`config.mk`:
```
export PLATFORM = sky130hd
export DESIGN_NAME = cube_sqrt_alu_flat
export DESIGN_NICKNAME = d
export VERILOG_FILES = /design/src/rtl/cube_sqrt_alu_if.sv /design/src/rtl/cube_sqrt_alu.sv /design/src/flat_wrapper.sv
export SDC_FILE = /design/constraint.sdc
export NUM_CORES = 1
export LEC_CHECK = 0
export ABC_AREA = 1
export CAP_MARGIN = 20
export CORE_UTILIZATION = 40
export DETAILED_ROUTE_END_ITERATION = 6
export GPL_ROUTABILITY_DRIVEN = 1
export SLEW_MARGIN = 20
export SYNTH_ARGS = -nofsm -noshare
export SYNTH_HDL_FRONTEND = slang
export SYNTH_SLANG_ARGS = --single-unit
```
`constraint.sdc`:
```
create_clock -name clk_i -period 2.7 [get_ports clk_i]
set_input_delay 0.405 -clock clk_i [delete_from_list [all_inputs] [get_ports clk_i]]
set_output_delay 0.405 -clock clk_i [all_outputs]
set_load 0.01 [all_outputs]
```
`src/rtl/cube_sqrt_alu_if.sv`:
```
// Start/busy/done handshake and operand/result bus of the cube/sqrt ALU.
interface cube_sqrt_alu_if #(
  parameter int unsigned WIDTH = 8
) ();
  logic                   start_i;
  logic [1:0]             mode_bi;
  logic [WIDTH-1:0]       a_bi;
  logic [WIDTH-1:0]       b_bi;
  logic                   busy_o;
  logic                   done_o;
  logic [3*WIDTH-1:0]     y_bo;

  // Requester side (lab top level / testbench)
  modport master (
    output start_i, mode_bi, a_bi, b_bi,
    input  busy_o, done_o, y_bo
  );

  // Arithmetic unit side
  modport slave (
    input  start_i, mode_bi, a_bi, b_bi,
    output busy_o, done_o, y_bo
  );
endinterface

```
`src/rtl/cube_sqrt_alu.sv`:
```
// Multi-cycle unit: a^3+floor(sqrt(b)), a^3, floor(sqrt(b)) or a*b.
// Shift-add multiplier (one multiplier bit per edge, LSB first) and a
// restoring square root (two radicand bits per edge, MSB pair first).
module cube_sqrt_alu #(
  parameter int unsigned WIDTH = 8
) (
  input  logic           clk_i,
  input  logic           rst_i,
  cube_sqrt_alu_if.slave bus
);

  localparam int unsigned RW = 3 * WIDTH;        // result / partial-sum width
  localparam int unsigned HW = WIDTH / 2;        // root width
  localparam int unsigned SW = HW + 3;           // shifted remainder width
  localparam int unsigned CW = $clog2(WIDTH) + 1; // step counter width

  typedef enum logic [2:0] {
    S_IDLE,
    S_MUL1,
    S_MUL2,
    S_SQRT,
    S_FIN
  } state_t;

  state_t            state, state_nxt;

  logic [WIDTH-1:0]  a_r;
  logic [1:0]        mode_r;
  logic [RW-1:0]     acc;
  logic [RW-1:0]     mcand;
  logic [WIDTH-1:0]  mplier;
  logic [CW-1:0]     cnt;

  logic [SW-3:0]     rem;
  logic [HW-1:0]     root;
  logic [WIDTH-1:0]  rad;

  logic [RW-1:0]     y_r;
  logic              done_r;

  logic [RW-1:0]     acc_step;
  logic [SW-1:0]     rem_sh;
  logic [SW-1:0]     trial;
  logic              sq_ge;
  logic              sq_en;
  logic              last_mul;
  logic              last_sqrt;
  logic [RW-1:0]     result;

  // Per-edge arithmetic: multiply step, square-root step and final result
  always_comb begin
    acc_step  = mplier[0] ? (acc + mcand) : acc;
    rem_sh    = {rem, rad[WIDTH-1 -: 2]};
    trial     = {1'b0, root, 2'b01};
    sq_ge     = (rem_sh >= trial);
    last_mul  = (cnt == CW'(WIDTH - 1));
    last_sqrt = (cnt == CW'(HW - 1));
    // In mode 00 the root is built during the first half of MUL1.
    sq_en     = (state == S_SQRT) ||
                ((state == S_MUL1) && (mode_r == 2'b00) && (cnt < CW'(HW)));
    case (mode_r)
      2'b00:   result = acc + RW'(root);
      2'b10:   result = RW'(root);
      default: result = acc;
    endcase
  end

  // State register
  always_ff @(posedge clk_i or negedge rst_i) begin
    if (!rst_i) state <= S_IDLE;
    else        state <= state_nxt;
  end

  // Next-state logic
  always_comb begin
    state_nxt = state;
    case (state)
      S_IDLE: begin
        if (bus.start_i) state_nxt = (bus.mode_bi == 2'b10) ? S_SQRT : S_MUL1;
      end
      S_MUL1: begin
        if (last_mul) state_nxt = (mode_r == 2'b11) ? S_FIN : S_MUL2;
      end
      S_MUL2: begin
        if (last_mul) state_nxt = S_FIN;
      end
      S_SQRT: begin
        if (last_sqrt) state_nxt = S_FIN;
      end
      S_FIN:   state_nxt = S_IDLE;
      default: state_nxt = S_IDLE;
    endcase
  end

  // Operand capture, multiplier and square-root datapath, result register
  always_ff @(posedge clk_i or negedge rst_i) begin
    if (!rst_i) begin
      a_r    <= '0;
      mode_r <= '0;
      acc    <= '0;
      mcand  <= '0;
      mplier <= '0;
      cnt    <= '0;
      rem    <= '0;
      root   <= '0;
      rad    <= '0;
      y_r    <= '0;
      done_r <= 1'b0;
    end else begin
      done_r <= 1'b0;

      if (sq_en) begin
        rem  <= sq_ge ? (SW-2)'(rem_sh - trial) : (SW-2)'(rem_sh);
        root <= {root[HW-2:0], sq_ge};
        rad  <= rad << 2;
      end

      case (state)
        S_IDLE: begin
          if (bus.start_i) begin
            a_r    <= bus.a_bi;
            mode_r <= bus.mode_bi;
            acc    <= '0;
            mcand  <= RW'(bus.a_bi);
            mplier <= (bus.mode_bi == 2'b11) ? bus.b_bi : bus.a_bi;
            cnt    <= '0;
            rem    <= '0;
            root   <= '0;
            rad    <= bus.b_bi;
          end
        end
        S_MUL1: begin
          // End of a*a: the square becomes the multiplicand of the a*a*a pass.
          if (last_mul && (mode_r != 2'b11)) begin
            acc    <= '0;
            mcand  <= acc_step;
            mplier <= a_r;
            cnt    <= '0;
          end else begin
            acc    <= acc_step;
            mcand  <= mcand << 1;
            mplier <= mplier >> 1;
            cnt    <= last_mul ? '0 : cnt + 1'b1;
          end
        end
        S_MUL2: begin
          acc    <= acc_step;
          mcand  <= mcand << 1;
          mplier <= mplier >> 1;
          cnt    <= last_mul ? '0 : cnt + 1'b1;
        end
        S_SQRT: begin
          cnt <= last_sqrt ? '0 : cnt + 1'b1;
        end
        S_FIN: begin
          y_r    <= result;
          done_r <= 1'b1;
        end
        default: ;
      endcase
    end
  end

  assign bus.busy_o = (state != S_IDLE);
  assign bus.done_o = done_r;
  assign bus.y_bo   = y_r;

endmodule
```
`src/flat_wrapper.sv`:
```
// flat-port wrapper written by rule: the top's interface ports become plain ports
module cube_sqrt_alu_flat 
#(
  parameter int unsigned WIDTH = 8
)
  (clk_i, rst_i, bus_start_i, bus_mode_bi, bus_a_bi, bus_b_bi, bus_busy_o, bus_done_o, bus_y_bo);
  cube_sqrt_alu_if #(.WIDTH(WIDTH)) bus_i ();
  input  logic clk_i;
  input  logic rst_i;
  input wire logic [$bits(bus_i.start_i)-1:0] bus_start_i;
  input wire logic [$bits(bus_i.mode_bi)-1:0] bus_mode_bi;
  input wire logic [$bits(bus_i.a_bi)-1:0] bus_a_bi;
  input wire logic [$bits(bus_i.b_bi)-1:0] bus_b_bi;
  output wire logic [$bits(bus_i.busy_o)-1:0] bus_busy_o;
  output wire logic [$bits(bus_i.done_o)-1:0] bus_done_o;
  output wire logic [$bits(bus_i.y_bo)-1:0] bus_y_bo;
  assign bus_i.start_i = bus_start_i;
  assign bus_i.mode_bi = bus_mode_bi;
  assign bus_i.a_bi = bus_a_bi;
  assign bus_i.b_bi = bus_b_bi;
  assign bus_busy_o = bus_i.busy_o;
  assign bus_done_o = bus_i.done_o;
  assign bus_y_bo = bus_i.y_bo;
  cube_sqrt_alu #(.WIDTH(WIDTH)) u_core (.clk_i(clk_i), .rst_i(rst_i), .bus(bus_i));
endmodule
```
# [Word-level counts from Yosys, hierarchy flattened]
# Index checks and enable logic that the tools add are counted.
[word_totals] ff_bits=115 latchBits=0 ram_bits=0 romBits=0 in_bits=21 output_inout_bits=26 elab_cells=81 mem_count=0
[classes] add_sub_neg=4 mul=0 div_mod_pow=0 n_lt_le_gt_ge=2 n_eq_ne=15 shifts=0 n_mux=35 bitwise_logic=0 reduce_logical=13
[op_table] operator="$pmux 24 s3" n=2
[op_table] operator="$mux 24" n=5
[op_table] operator="$mux 8" n=6
[op_table] operator="$pmux 24 s2" n=1
[op_table] operator="$mux 4" n=7
[op_table] operator="$add 24x24->24" n=1
[op_table] operator="$add 24x4->24" n=1
[op_table] operator="$pmux 8 s3" n=1
[op_table] operator="$mux 5" n=4
[op_table] operator="$pmux 4 s4" n=1
[op_table] operator="$mux 3" n=5
[op_table] operator="$pmux 3 s4" n=1
[op_table] operator="$eq 2x2->1 const B" n=4
[op_table] operator="$ge 7x6->1" n=1
[op_table] operator="$eq 3x2->1 const B" n=2
[op_table] operator="$ne 2x1->1 const B" n=3
[op_table] operator="$reduce_and 2->1" n=3
[op_table] operator="$reduce_bool 3->1" n=2
[op_table] operator="$sub 5x5->5" n=1
[op_table] operator="$add 4x1->4 const B" n=1
[op_table] operator="$eq 4x2->1 const B" n=1
[op_table] operator="$eq 4x3->1 const B" n=1
[op_table] operator="$lt 4x3->1 const B" n=1
[op_table] operator="$ne 2x2->1 const B" n=2
[op_table] operator="10 further kinds" n=12

# [Longest topological paths before layout]
[logic_depth] depth_word=7 depth_mapped=16 ltp_nobuf=16

# [Least setup slack after synthesis]
# OpenSTA, ideal clock, no wires.
[synth_path] path_kind="flip-flop to flip-flop" from="register u_core.acc[0]" to="register u_core.mcand[18]" setup_ns=0.121 arrival_ns=1.939 t_required_ns=2.579 path_slack_ns=0.640 stages_incl_launch_ff=16 path_buffers=0 synth_period_minus_slack_ns=2.060 cell_sequence="dfrtp_1 > ha_1 > inv_1 > fa_1 > inv_1 > nand2_1 > a21oi_2 > nand2_1 > nand2_1 > nand2_1 > nand2_1 > nand2_1 > nand3_1 > nand3_1 > nand3_1 > nand2_1"
[synth_via] elab_chain_cells=4
[synth_rtl] item="start: declaration" line_no="cube_sqrt_alu.sv:29" source="logic [RW-1:0] acc;"
[synth_rtl] item="start signal: assignment" line_no="cube_sqrt_alu.sv:140" source="acc <= acc_step;"
[synth_rtl] item="start signal: assignment" line_no="cube_sqrt_alu.sv:147" source="acc <= acc_step;"
[synth_rtl] item="$add 24x24->24" line_no="cube_sqrt_alu.sv:52" source="acc_step = mplier[0] ? (acc + mcand) : acc;"
[synth_rtl] item="$mux 24" line_no="cube_sqrt_alu.sv:52"
[synth_rtl] item="$mux 24" line_no="cube_sqrt_alu.sv:134" source="if (last_mul && (mode_r != 2'b11)) begin"
[synth_rtl] item="$pmux 24 s3" line_no="cube_sqrt_alu.sv:118" source="case (state)"
[synth_rtl] item="end signal: assignment" line_no="cube_sqrt_alu.sv:124" source="mcand <= RW'(bus.a_bi);"
[synth_rtl] item="end signal: assignment" line_no="cube_sqrt_alu.sv:136" source="mcand <= acc_step;"
[synth_rtl] item="end signal: assignment" line_no="cube_sqrt_alu.sv:141" source="mcand <= mcand << 1;"
[synth_rtl] item="end: declaration" line_no="cube_sqrt_alu.sv:30" source="logic [RW-1:0] mcand;"
# No other way between the ends.
# A chain may end at the register's enable or synchronous reset.

# [Worst setup path in the final report]
[layout_path] from="register u_core.acc[0]" to="register u_core.acc[18]"
[layout_via] elab_chain_cells=4
[layout_rtl] item="$add 24x24->24 (*)" line_no="cube_sqrt_alu.sv:52"
[layout_rtl] item="$mux 24 (*)" line_no="cube_sqrt_alu.sv:52"
[layout_rtl] item="$mux 24" line_no="cube_sqrt_alu.sv:134"
[layout_rtl] item="$pmux 24 s3 (*)" line_no="cube_sqrt_alu.sv:118"
# Mark *: on every way between the ends. The rest lies on a longest branch, timed or not.

==> flow_metrics.env <==
export IMPL_setup_tns_final_ns=0
export IMPL_fin_crit_sh=0.866
export IMPL_cts_buffers=17
export IMPL_grt_first_pass_wirelength_um=36700
export IMPL_hp_class="in2async"
export IMPL_irDropWorstVdd_mv=0.562
export IMPL_fmax_ghz=0.428
export IMPL_drt_wl_total_um=22000
export IMPL_rrSetupSlack_ns=0.36
export IMPL_path_max_fanout=5
export IMPL_ys_top_cells_by_area="dfrtp_1, nand2_1, inv_1, ha_1, nand3_1"
export IMPL_cp_required_ns=3.00
export IMPL_io_pins=47
export IMPL_drc=0
export IMPL_die_x_um=141
export IMPL_start_kind="flop"
export IMPL_synth_edf_count=0
export IMPL_ys_types=52
export IMPL_die_area_um2=19900
export IMPL_clock_sinks=115
export IMPL_netlist_top_cells_count="nand2_1, inv_1, dfrtp_1"
export IMPL_maxCapViolCount=0
export IMPL_overflow=0
export IMPL_slew_violations=0
export IMPL_p_sw_frac=0.481
export IMPL_crit_end="u_core.acc[18]"
export IMPL_first_pass_iters=5
export IMPL_seq_area_frac_synth=0.371
export IMPL_worstPathArrival_ns=2.64
export IMPL_drt_iter0_drc=497
export IMPL_setup_viol=0
export IMPL_clockBufferDepth=2
export IMPL_fin_cells=1392
export IMPL_num_antenna_cells=0
export IMPL_ant_nets=0
export IMPL_final_layout_size_suffix_gt1_frac=0.0839
export IMPL_dp_cells=1359
export IMPL_cp_end_kind="flop"
export IMPL_clock_latency_ns=0.42
export IMPL_avgSynthCellArea_um2=7.25
export IMPL_path_clk_slew_ns=0.06
export IMPL_vias=7315
export IMPL_fin_skew_ns=0.0102
export IMPL_initial_core_util=0.412
export IMPL_routabilityCongestion=0.883
export IMPL_clockPowerShare=0.189
export IMPL_fin_nets=1176
export IMPL_routedWlPerCell_um=15.8
export IMPL_grt_pass1_vias=6878
export IMPL_nFillCells=1893
export IMPL_synth_seq_cells=115
export IMPL_synthMostInstantiatedCell="nand2_1"
export IMPL_fp_dieH_um=141
export IMPL_portBuffers=46
export IMPL_cts_resized=0
export IMPL_slew_headroom=0.532
export IMPL_p_seq_frac=0.266
export IMPL_grt_antenna_before_repair=0
export IMPL_cts_root_buf="clkbuf_16"
export IMPL_dp_hpwl_um=16900
export IMPL_cp_startpoint="u_core.acc[0]"
export IMPL_tightest_slew_ns=0.698
export IMPL_post_route_min_period_ns=2.34
export IMPL_netlist_instances=1070
export IMPL_combPwrFrac=0.545
export IMPL_yosysWarnings=0
export IMPL_synth_top_cell_by_area="dfrtp_1"
export IMPL_syn_num_nets=1127
export IMPL_p_int_uw=6230
export IMPL_synth_ff_type="dfrtp_1"
export IMPL_p_switching_uw=5770
export IMPL_grt_start_max_net_pins=69
export IMPL_timing_rr_end="u_core.acc[18]"
export IMPL_power_leakage_uw=0.00441
export IMPL_avgViaCountPerCell=5.26
export IMPL_tritoncts="built"
export IMPL_outcome="complete, no violations"
export IMPL_worstSetupPathType="reg2reg"
export IMPL_htree_levels=4
export IMPL_synth_top_area_share=0.371
export IMPL_power_density_nw_per_um2=1320
export IMPL_core_area_um2=18800
export IMPL_rsz0062_at_grt="no"
export IMPL_syn2layout_area_growth_pct=17.1
export IMPL_r2r_cells=15
export IMPL_placementRows=50
export IMPL_finalHoldViolations=0
export IMPL_netlist_area_um2=7750
export IMPL_track_usage=0.238
export IMPL_crit_reg2reg_launch="u_core.acc[0]"
export IMPL_async_reset_ff_frac=1.00
==> critical path: stages, from the launching register on <==
cell and delay (ns):
dfrtp_1 0.40, ha_1 0.20, inv_1 0.06, fa_1 0.38, inv_1 0.07, nand2_1 0.07, a21oi_2 0.24, nand2_1 0.08
nand2_1 0.17, nand2_1 0.07, nand2_1 0.10, nand2_1 0.07, nand3_1 0.07, nand3_1 0.10, nand3_1 0.09, nand2_1 0.05
==> state kept, by name, indices dropped and copies added, names as in the netlist, 5 cells and up <==
name,count
u_core.bus.y_bo,24
u_core.mcand,24
u_core.a_r,8
u_core.rem,5
u_core.mplier,8
u_core.rad,8
u_core.acc,24
==> metrics by stage <==
step / total power (µW) / hold WS, ns / area (µm²) / utilization / worst slack (ns)
floorplan: 7820 / 0.109 / 7750 / - / 0.640
global placement: 9630 / 0.362 / 8480 / 0.450 / 0.394
detailed placement: 9660 / 0.367 / 8480 / 0.450 / 0.355
CTS: 12000 / 0.461 / 9080 / 0.482 / 0.342
global route: 13100 / 0.489 / 9080 / 0.482 / 0.119
finish: 12000 / 0.458 / 9080 / 0.482 / 0.361
==> power by group through the flow <==
stage	Sequential, µW	Clock (µW)	Combinational [µW]
6_report	3190	2270	6540
5_1_grt	3280	2370	7400
4_1_cts	3180	2290	6510
3_5_place_dp	3190	0	6470
3_3_place_gp	3190	0	6440
2_1_floorplan	3040	0	4780
==> area by class of cell <==
class / count / area (µm²) / area share
timing repair buffer: 59 / 571 / 0.0628
clock buffer: 19 / 443 / 0.0488
sequential: 115 / 2880 / 0.317
multi-input combinational: 783 / 4180 / 0.460
inverter: 143 / 537 / 0.0591
tap: 260 / 325 / 0.0358
clock inverter: 13 / 150 / 0.0165
==> placed cells by master, fill, tap and decap left out, types with 3 or more instances in the layout <==
master           count
inv_1              129
nand3_1             78
clkdlybuf4s50_1     45
xnor2_1              9
clkbuf_16           17
xor2_1               7
nor2_2               4
buf_4               12
nor2_4               5
nand2_1            291
a21o_1               3
o211ai_1            10
nand4_1             13
a31oi_1              7
nand2_2              9
o22ai_1              9
a22oi_1             11
a211oi_1             3
o21ai_0             73
a221oi_1             5
inv_6                3
o21ai_1             15
ha_1                34
o21bai_1             3
nand2_4              5
a2111oi_2            7
dfrtp_1            115
clkinv_4             5
nor3_1              12
inv_2               12
a21oi_1             65
nor2_1              81
==> cell families after synthesis <==
logic type | count (synthesis) | synth area share
buf+inv | 172 | 0.0905
flops | 115 | 0.371
compound gates | 224 | 0.176
xor+xnor | 16 | 0.0181
simple gates | 507 | 0.284
fa+ha+maj | 36 | 0.0600
==> metal layers <==
layer / wire (µm) / up-vias / global-route usage
met5: 0 / - / 0
met2: 9340 / 225 / 0.347
li1: - / 3650 / -
met4: 315 / 0 / 0.0658
met1: 11000 / 3418 / 0.352
met3: 1380 / 22 / 0.0486
==> worst min-delay path by stage <==
stage	cells past startpoint	startpoint	end	slack, ns
6_report	2	rst_i	u_core.rad[2]	0.46
5_1_grt	2	rst_i	u_core.rad[2]	0.49
4_1_cts	2	rst_i	u_core.rad[2]	0.46
3_5_place_dp	1	rst_i	u_core.rad[2]	0.37
3_3_place_gp	1	rst_i	u_core.rad[2]	0.36
2_1_floorplan	0	rst_i	u_core.a_r[0]	0.11
==> repair_timing <==
| action | in CTS | in global routing |
|---|---|---|
| hold buffers | 1 | 0 |
| buffers inserted | 0 | 0 |
| endpoints found under the hold margin | 28 | 0 |
(Power assumes the default switching activity.)
